**config.mk**
```make
export PLATFORM = sky130hd
export DESIGN_NAME = vga_timing_gen
export DESIGN_NICKNAME = d
export VERILOG_FILES = /design/src/rtl/vga_pkg.sv /design/src/rtl/sync_delay.sv /design/src/rtl/vga_timing_gen.sv
export SDC_FILE = /design/constraint.sdc
export NUM_CORES = 1
export LEC_CHECK = 0
export ABC_AREA = 1
export CORE_MARGIN = 1.5
export CORE_UTILIZATION = 57
export CTS_CLUSTER_DIAMETER = 50
export CTS_CLUSTER_SIZE = 14
export DETAILED_ROUTE_END_ITERATION = 12
export GPL_ROUTABILITY_DRIVEN = 0
export PLACE_DENSITY = 0.92
export SETUP_SLACK_MARGIN = 0.5
export SYNTH_ARGS = -nofsm -noshare
export SYNTH_HDL_FRONTEND = slang
export SYNTH_SLANG_ARGS = --single-unit
```
**constraint.sdc**
```tcl
create_clock -name vga_clk -period 4.1 [get_ports vga_clk]
set_input_delay 1.025 -clock vga_clk [delete_from_list [all_inputs] [get_ports vga_clk]]
set_output_delay 1.025 -clock vga_clk [all_outputs]
set_load 0.1 [all_outputs]
```
**src/rtl/vga_pkg.sv**
```systemverilog
// Shared VGA 640x480@60Hz timing constants and coordinate type.
package vga_pkg;

  localparam int unsigned COORD_W = 10;
  typedef logic [COORD_W-1:0] coord_t;

  localparam int unsigned H_VISIBLE = 640;
  localparam int unsigned H_FRONT   = 16;
  localparam int unsigned H_SYNC    = 96;
  localparam int unsigned H_BACK    = 48;
  localparam int unsigned H_TOTAL   = H_VISIBLE + H_FRONT + H_SYNC + H_BACK;

  localparam int unsigned V_VISIBLE = 480;
  localparam int unsigned V_FRONT   = 10;
  localparam int unsigned V_SYNC    = 2;
  localparam int unsigned V_BACK    = 33;
  localparam int unsigned V_TOTAL   = V_VISIBLE + V_FRONT + V_SYNC + V_BACK;

  localparam int unsigned DEFAULT_SYNC_DELAY = 1;

  // Half-open window test [lo, hi) used for the sync pulses.
  function automatic logic in_window(coord_t v, coord_t lo, coord_t hi);
    return (v >= lo) && (v < hi);
  endfunction

endpackage

```
**src/rtl/sync_delay.sv**
```systemverilog
// Synchronous-reset shift register that lags the raw sync pair; DEPTH=0 is a wire.
module sync_delay
  import vga_pkg::*;
#(
  parameter int unsigned WIDTH     = 2,
  parameter int unsigned DEPTH     = DEFAULT_SYNC_DELAY,
  parameter logic        RESET_VAL = 1'b1
) (
  input  logic             vga_clk,
  input  logic             reset,
  input  logic [WIDTH-1:0] d,
  output logic [WIDTH-1:0] q
);

  generate
    if (DEPTH == 0) begin : g_bypass
      // No extra lag requested: the input is already registered upstream.
      logic unused_clk_rst;
      assign unused_clk_rst = &{1'b0, vga_clk, reset};
      assign q = d;
    end else begin : g_shift
      logic [WIDTH-1:0] taps [DEPTH];

      // Shift one stage per cycle; reset flushes every tap to the inactive level.
      always_ff @(posedge vga_clk) begin
        if (reset) begin
          for (int i = 0; i < DEPTH; i++) taps[i] <= {WIDTH{RESET_VAL}};
        end else begin
          taps[0] <= d;
          for (int i = 1; i < DEPTH; i++) taps[i] <= taps[i-1];
        end
      end

      assign q = taps[DEPTH-1];
    end
  endgenerate

endmodule

```
**src/rtl/vga_timing_gen.sv**
```systemverilog
// VGA raster timing: pixel/line counters, display enable, frame/line pulses and
// active-low syncs lagged so they line up with the downstream registered colour.
module vga_timing_gen
  import vga_pkg::*;
#(
  parameter int unsigned H_VIS      = H_VISIBLE,
  parameter int unsigned H_FP       = H_FRONT,
  parameter int unsigned H_SW       = H_SYNC,
  parameter int unsigned H_BP       = H_BACK,
  parameter int unsigned V_VIS      = V_VISIBLE,
  parameter int unsigned V_FP       = V_FRONT,
  parameter int unsigned V_SW       = V_SYNC,
  parameter int unsigned V_BP       = V_BACK,
  parameter int unsigned SYNC_DELAY = DEFAULT_SYNC_DELAY
) (
  input  logic       vga_clk,
  input  logic       reset,
  output logic [9:0] DrawX,
  output logic [9:0] DrawY,
  output logic       blank,
  output logic       hs,
  output logic       vs,
  output logic       frame_start,
  output logic       line_end
);

  localparam coord_t H_LAST  = coord_t'(H_VIS + H_FP + H_SW + H_BP - 1);
  localparam coord_t V_LAST  = coord_t'(V_VIS + V_FP + V_SW + V_BP - 1);
  localparam coord_t H_VIS_C = coord_t'(H_VIS);
  localparam coord_t V_VIS_C = coord_t'(V_VIS);
  localparam coord_t HS_LO   = coord_t'(H_VIS + H_FP);
  localparam coord_t HS_HI   = coord_t'(H_VIS + H_FP + H_SW);
  localparam coord_t VS_LO   = coord_t'(V_VIS + V_FP);
  localparam coord_t VS_HI   = coord_t'(V_VIS + V_FP + V_SW);

  coord_t     hc;
  coord_t     vc;
  coord_t     hc_nxt;
  coord_t     vc_nxt;
  logic       running;
  logic       hs_raw;
  logic       vs_raw;
  logic [1:0] sync_q;

  // Next counter values; the first edge after reset holds 0/0 so pixel 0 is shown.
  always_comb begin
    hc_nxt = hc;
    vc_nxt = vc;
    if (running) begin
      if (hc == H_LAST) begin
        hc_nxt = '0;
        vc_nxt = (vc == V_LAST) ? '0 : vc + coord_t'(1);
      end else begin
        hc_nxt = hc + coord_t'(1);
      end
    end
  end

  // Counters plus flags decoded from the next counters, so flags match DrawX/DrawY.
  always_ff @(posedge vga_clk) begin
    if (reset) begin
      running     <= 1'b0;
      hc          <= '0;
      vc          <= '0;
      blank       <= 1'b0;
      frame_start <= 1'b0;
      line_end    <= 1'b0;
      hs_raw      <= 1'b1;
      vs_raw      <= 1'b1;
    end else begin
      running     <= 1'b1;
      hc          <= hc_nxt;
      vc          <= vc_nxt;
      blank       <= (hc_nxt < H_VIS_C) && (vc_nxt < V_VIS_C);
      frame_start <= (hc_nxt == '0) && (vc_nxt == '0);
      line_end    <= (hc_nxt == H_LAST);
      hs_raw      <= ~in_window(hc_nxt, HS_LO, HS_HI);
      vs_raw      <= ~in_window(vc_nxt, VS_LO, VS_HI);
    end
  end

  assign DrawX = hc;
  assign DrawY = vc;

  // Extra lag on the syncs only.
  sync_delay #(
    .WIDTH    (2),
    .DEPTH    (SYNC_DELAY),
    .RESET_VAL(1'b1)
  ) u_sync_delay (
    .vga_clk(vga_clk),
    .reset  (reset),
    .d      ({hs_raw, vs_raw}),
    .q      (sync_q)
  );

  assign hs = sync_q[1];
  assign vs = sync_q[0];

endmodule

```
==> results.tsv, run 1 <==
stage	metric	value	unit
status	status	complete, but fails checks	
status	failing checks	DRC	
timing	Least-Margin Pin Slew	0.981	ns
clocking	setup bufs post-CTS	0	
logic_synthesis	Synth cell types	24	
grt	first-pass GRT wire length	6680	um
pwr	Pleak	0.954	nW
timing	worst setup margin	1.07	ns
logic_synthesis	#FFs+latches synth	28	
clocking	H-Tree Depth	1	
worst_setup_path	reg2reg start	running	
logic_synthesis	Synth Instances	266	
clocking	clock insertion delay at the later pin of the skew report	0.35	ns
clocking	root buffer cell	clkbuf_4	
grt	All-Layer GR Usage	26.0	%
pwr	Pwr per Cell Area	256	mW/mm^2
timing	RSZ-0062 raised after global routing	false	
cells_and_area	layout cell share with drive strength beyond 1	11.6	%
worst_hold_path	Hold Path Class	flip-flop to flip-flop	
cells_and_area	highest-count cells in the layout ignoring fill and taps	nand2_1 (77), nor2_1 (42), inv_1 (36)	
drt	DRC errors left	2	
timing	final cycle utilization of the critical path	73.9	%
place	post-detail-place hpwl	2870	um
flow_run	MaxCap Viol Count	0	
worst_setup_path	CP bufs+invs	1	
worst_setup_path	Arr. time, crit path	2.00	ns
grt	remaining global-route overflow	0	
timing	Min Clock Period, post-route	3.03	ns
drt	Starting DRT DRC Count	97	
drt	WL final	3910	um
logic_synthesis	Syn Nets	271	
drt	DR pass1 iterations	8	
logic_synthesis	synth warn	0	
cells_and_area	Area Growth Syn to Fin	19.4	%
worst_setup_path	Critical-path top delay cell	clkdlybuf4s50_1	
worst_setup_path	crit path kind	flip-flop to output port	
timing	Final Setup Violations	0	
clocking	Post-CTS Hold Buffers	0	
logic_synthesis	register area share after synthesis	32.7	%
timing	Final Hold Vio Count	0	
die	Die H	57.9	um
worst_setup_path	worst reg2reg path depth	10	
die	area of the core	0.00281	mm^2
grt	vias in the first global route	1546	
clocking	clk slew on worst S/H paths	0.16	ns
clocking	TritonCTS Buffers	3	
place	PortBufs	26	
cells_and_area	fill cell count	215	
drt	DR vias	1707	
clocking	Bufs on Longest Clock Path	2	
worst_setup_path	Worst Path Required	3.07	ns
logic_synthesis	Synth Cell Area	0.00172	mm^2
die	Initial Util	61.2	%
die	Die X-Extent	57.9	um
timing	setup TNS	0	ns
worst_setup_path	critical path's largest stage delay	1.18	ns
cells_and_area	ant diodes	0	
worst_setup_path	Critical Path, Cell by Cell	clkdlybuf4s50_1	
drt	via/cell ratio	5.27	
worst_setup_path	CP top delay family	buffers and inverters	
drt	DR WL/cell	12.1	um
timing	Max transition margin	34.4	%
pwr	Peak VDD IR	0.193	mV
logic_synthesis	synthesized area per cell	6.45	um^2
die	Cell Rows	19	
grt	largest net degree at the start of global routing	24	
cells_and_area	fin nets	299	
grt	antenna violations before repair	0	
worst_setup_path	CP startpoint	DrawX[7]	
clocking	Post-CTS Resized	0	
drt	final antenna-violating net count	0	
die	I/O pin cnt	27	
worst_setup_path	CP endpoint kind	output port	
cells_and_area	leading cell type in the layout, fill and taps excluded	nand2_1	
worst_hold_path	Hold Crit Start	vs_raw	
place	Place WS	1.46	ns
worst_setup_path	crit path max fanout	6	
clocking	CTS tree	yes	
timing	final setup skew	0.0165	ns
timing	Max Clock Freq	330	MHz
timing	fin. max-slew vios	0	
worst_hold_path	worst hold path depth	1	
worst_setup_path	Worst path depth	1	
worst_setup_path	CP Launch Type	flip-flop	
clocking	TritonCTS Sinks	28	
die	die area	0.00335	mm^2
-- through the flow --
step / instance area (um^2) / cells / total power, mW / util, % / hold slack (ns)
detailed placement: 2000 / 320 / 0.344 / 71.2 / 0.404
global route: 2050 / 324 / 0.539 / 73.1 / 0.464
CTS: 2050 / 324 / 0.528 / 73.1 / 0.440
finish: 2050 / 324 / 0.526 / 73.1 / 0.435
floorplan: 1720 / 266 / 0.332 / - / 0.389
global placement: 2000 / 320 / 0.344 / 71.2 / 0.396
-- metal layers --
| metal | part of all wire (%) | GRT usage (%) |
|---|---|---|
| met1 | 44 | 34.5 |
| met2 | 46 | 41.2 |
| met3 | 7.0 | 3.13 |
| met4 | 2.8 | 14.6 |
| met5 | 0 | 0 |
-- cells in the mapped netlist --
master    number  area [um^2]
o21ai_0        5         25.0
o21ai_1        1         5.00
xor2_2         1         16.3
nand3_2        5         50.1
nand4_1        7         43.8
dfxtp_1       28          561
buf_6          1         11.3
xor2_1         1         8.76
nor2_2         3         18.8
nor3_1         2         10.0
nand3_4        2         35.0
or2_1          1         6.26
nand2_2        4         25.0
inv_1         36          135
nand2_1       77          289
a21oi_1        5         25.0
clkbuf_1       2         7.51
nor2_1        42          158
or2_2          2         12.5
inv_2          5         18.8
nand3_1       24          120
ha_1           3         37.5
nor2_4         8         90.1
a21boi_0       1         7.51
-- area by class of cell --
cell class	count	area, um^2	area share, %
multi-input cells	194	983	48.0
repair buffers	26	260	12.7
clock inverters	1	30.0	1.47
inverters	41	154	7.51
clock buffers	3	22.5	1.10
flip-flops and latches	28	561	27.4
well taps	31	38.8	1.89
-- state kept, by name (all words and copies together) (netlist names) --
name / cells
DrawX: 10
DrawY: 10
u_sync_delay.g_shift.taps: 2
blank: 1
frame_start: 1
hs_raw: 1
line_end: 1
running: 1
vs_raw: 1
-- power by group --
group          leakage (nW)  switching (mW)  total, mW  internal, mW
Sequential            0.227         0.00493      0.282         0.277
Clock                0.0279          0.0876      0.187        0.0991
Combinational         0.699          0.0438     0.0573        0.0135
Total                 0.954           0.136      0.526         0.389
-- worst reg2reg max path, stage by stage (launching register included) --
cell and delay (ns):
dfxtp_1 0.66, nand3_2 0.22, o21ai_0 0.29, nand2_1 0.10, inv_1 0.11, nand2_1 0.06
inv_1 0.07, nand3_1 0.08, nor2_1 0.13, nand3_1 0.08, nor2_1 0.08
-- cells by family (layout without fill, tap and decap cells) --
kind of cell	after synthesis	count (layout)	share of synthesized area (%)
adders and majority gates	3	3	2.19
and+or+nand+nor	177	177	50.0
xor gates and xnor gates	2	2	1.46
DFF	28	28	32.7
AOI/OAI and AO/OA	12	12	3.64
buffers and inverters	44	71	10.1
-- final timing paths --
| check | end | slack [ns] |
|---|---|---|
| worst min-delay path | u_sync_delay.g_shift.taps[0][0] | 0.44 |
| worst min register to register | u_sync_delay.g_shift.taps[0][0] | 0.44 |
| worst max-delay path | DrawX[7] | 1.07 |
| worst max register to register | frame_start | 2.20 |
No activity file was read; power rests on OpenSTA's default activity.
==> run 2: changes to the inputs <==
Settings changed: CORE_UTILIZATION 57 to 53, PLACE_DENSITY 0.92 to 0.87.
Clock period 4.1 ns to 2.95 ns, I/O delays scaled along.
==> results.tsv, run 2 (synthesized netlist as in run 1, its figures left out) <==
stage	metric	value	unit
clocking	TritonCTS Sinks	28	
flow_run	MaxCap Viol Count	0	
cells_and_area	Area Growth Syn to Fin	17.1	%
worst_setup_path	CP endpoint kind	output port	
drt	wl on met1	1940	um
worst_hold_path	worst hold path depth	1	
drt	final antenna-violating net count	0	
pwr	Pwr per Cell Area	363	mW/mm^2
drt	Starting DRT DRC Count	105	
timing	Final Setup Violations	0	
clocking	Bufs on Longest Clock Path	2	
die	die area	0.00359	mm^2
clocking	clock insertion delay at the later pin of the skew report	0.35	ns
timing	RSZ-0062 raised after global routing	false	
cells_and_area	highest-count cells in the layout ignoring fill and taps	nand2_1 (77), nor2_1 (42), inv_1 (36)	
worst_setup_path	CP top delay family	flip-flops	
worst_setup_path	Critical-path top delay cell	dfxtp_1	
worst_setup_path	Arr. time, crit path	1.19	ns
clocking	setup bufs post-CTS	0	
drt	DR vias	1660	
grt	remaining global-route overflow	0	
grt	first-pass GRT wire length	6650	um
worst_setup_path	Worst Path Required	2.21	ns
worst_hold_path	Hold Path Class	flip-flop to flip-flop	
clocking	clk slew on worst S/H paths	0.15	ns
timing	Max Clock Freq	520	MHz
drt	DR WL/cell	11.7	um
timing	Final Hold Vio Count	0	
worst_setup_path	critical path's largest stage delay	0.49	ns
timing	setup TNS	0	ns
pwr	Pwr Total	729	uW
pwr	Peak VDD IR	0.311	mV
clocking	root buffer cell	clkbuf_4	
cells_and_area	fin nets	300	
worst_setup_path	crit path kind	flip-flop to output port	
worst_setup_path	Critical Path, Cell by Cell	buf_4	
cells_and_area	layout cell share with drive strength beyond 1	20.4	%
grt	vias in the first global route	1515	
clocking	Post-CTS Hold Buffers	0	
drt	via/cell ratio	4.91	
cells_and_area	leading cell type in the layout, fill and taps excluded	nand2_1	
timing	final cycle utilization of the critical path	65.2	%
timing	fin. max-slew vios	0	
worst_setup_path	CP Launch Type	flip-flop	
clocking	H-Tree Depth	1	
drt	DR pass1 iterations	4	
die	Cell Rows	20	
die	I/O pin cnt	27	
die	Die X-Extent	59.9	um
place	post-detail-place hpwl	3060	um
cells_and_area	Layout Utilization	65.9	%
drt	WL final	3940	um
timing	Min Clock Period, post-route	1.92	ns
clocking	TritonCTS Buffers	3	
worst_setup_path	CP bufs+invs	1	
drt	met2 WL	1730	um
worst_setup_path	Worst path depth	1	
timing	Hold WS	0.432	ns
drt	DRC errors left	0	
timing	Max transition margin	66.2	%
clocking	Post-CTS Resized	0	
status	status	finished, final reports clean	
grt	largest net degree at the start of global routing	17	
drt	DR top layer	met4	
die	Initial Util	56.2	%
cells_and_area	ant diodes	0	
worst_setup_path	worst reg2reg path depth	11	
grt	antenna violations before repair	0	
clocking	CTS tree	yes	
die	Die H	59.9	um
pwr	Pleak	1.00	nW
place	PortBufs	26	
drt	DR WL met3	172	um
timing	Least-Margin Pin Slew	0.507	ns
worst_setup_path	crit path max fanout	6	
grt	All-Layer GR Usage	25.2	%
die	area of the core	0.00305	mm^2
timing	final setup skew	0.00337	ns
-- run 2: cell count changes in the layout (fill, tap and decap cells not counted), sizes merged --
| cell | before | now |
|---|---|---|
| buf | 0 | 26 |
| clkdlybuf4s50 | 26 | 1 |
-- run 2: path summary, 6_finish.rpt --
kind | from | endpoint | slack [ns]
hold / removal | vs_raw | u_sync_delay.g_shift.taps[0][0] | 0.43
hold reg to reg | vs_raw | u_sync_delay.g_shift.taps[0][0] | 0.43
setup / recovery | DrawX[7] | DrawX[7] | 1.03
setup reg to reg | DrawX[0] | frame_start | 1.05
-- run 2: area by class of cell --
cell class | count | area (um^2)
tap | 44 | 55.1
inverter | 41 | 154
multi-input combinational | 194 | 983
clock buffer | 3 | 22.5
timing repair buffer | 27 | 205
clock inverter | 1 | 30.0
fill | 287 | 1040
sequential | 28 | 561
-- run 2: report_power, final --
part           switching (mW)  leakage [nW]  internal, mW
sequential            0.00800         0.227         0.384
clock                   0.120        0.0279         0.138
combinational          0.0610         0.749        0.0178
-- run 2: layer usage --
metal / up-vias / GRT usage, %
met5: - / 0
met4: 0 / 12.1
met3: 7 / 2.60
met2: 41 / 39.3
met1: 733 / 34.9
li1: 879 / -
-- run 2: through the flow --
stage	cells	worst slack (ns)	area, um^2
4_1_cts	338	1.03	2010
2_1_floorplan	266	0.556	1720
6_report	338	1.03	2010
3_3_place_gp	334	0.803	1960
3_5_place_dp	334	0.740	1960
5_1_grt	338	0.903	2010
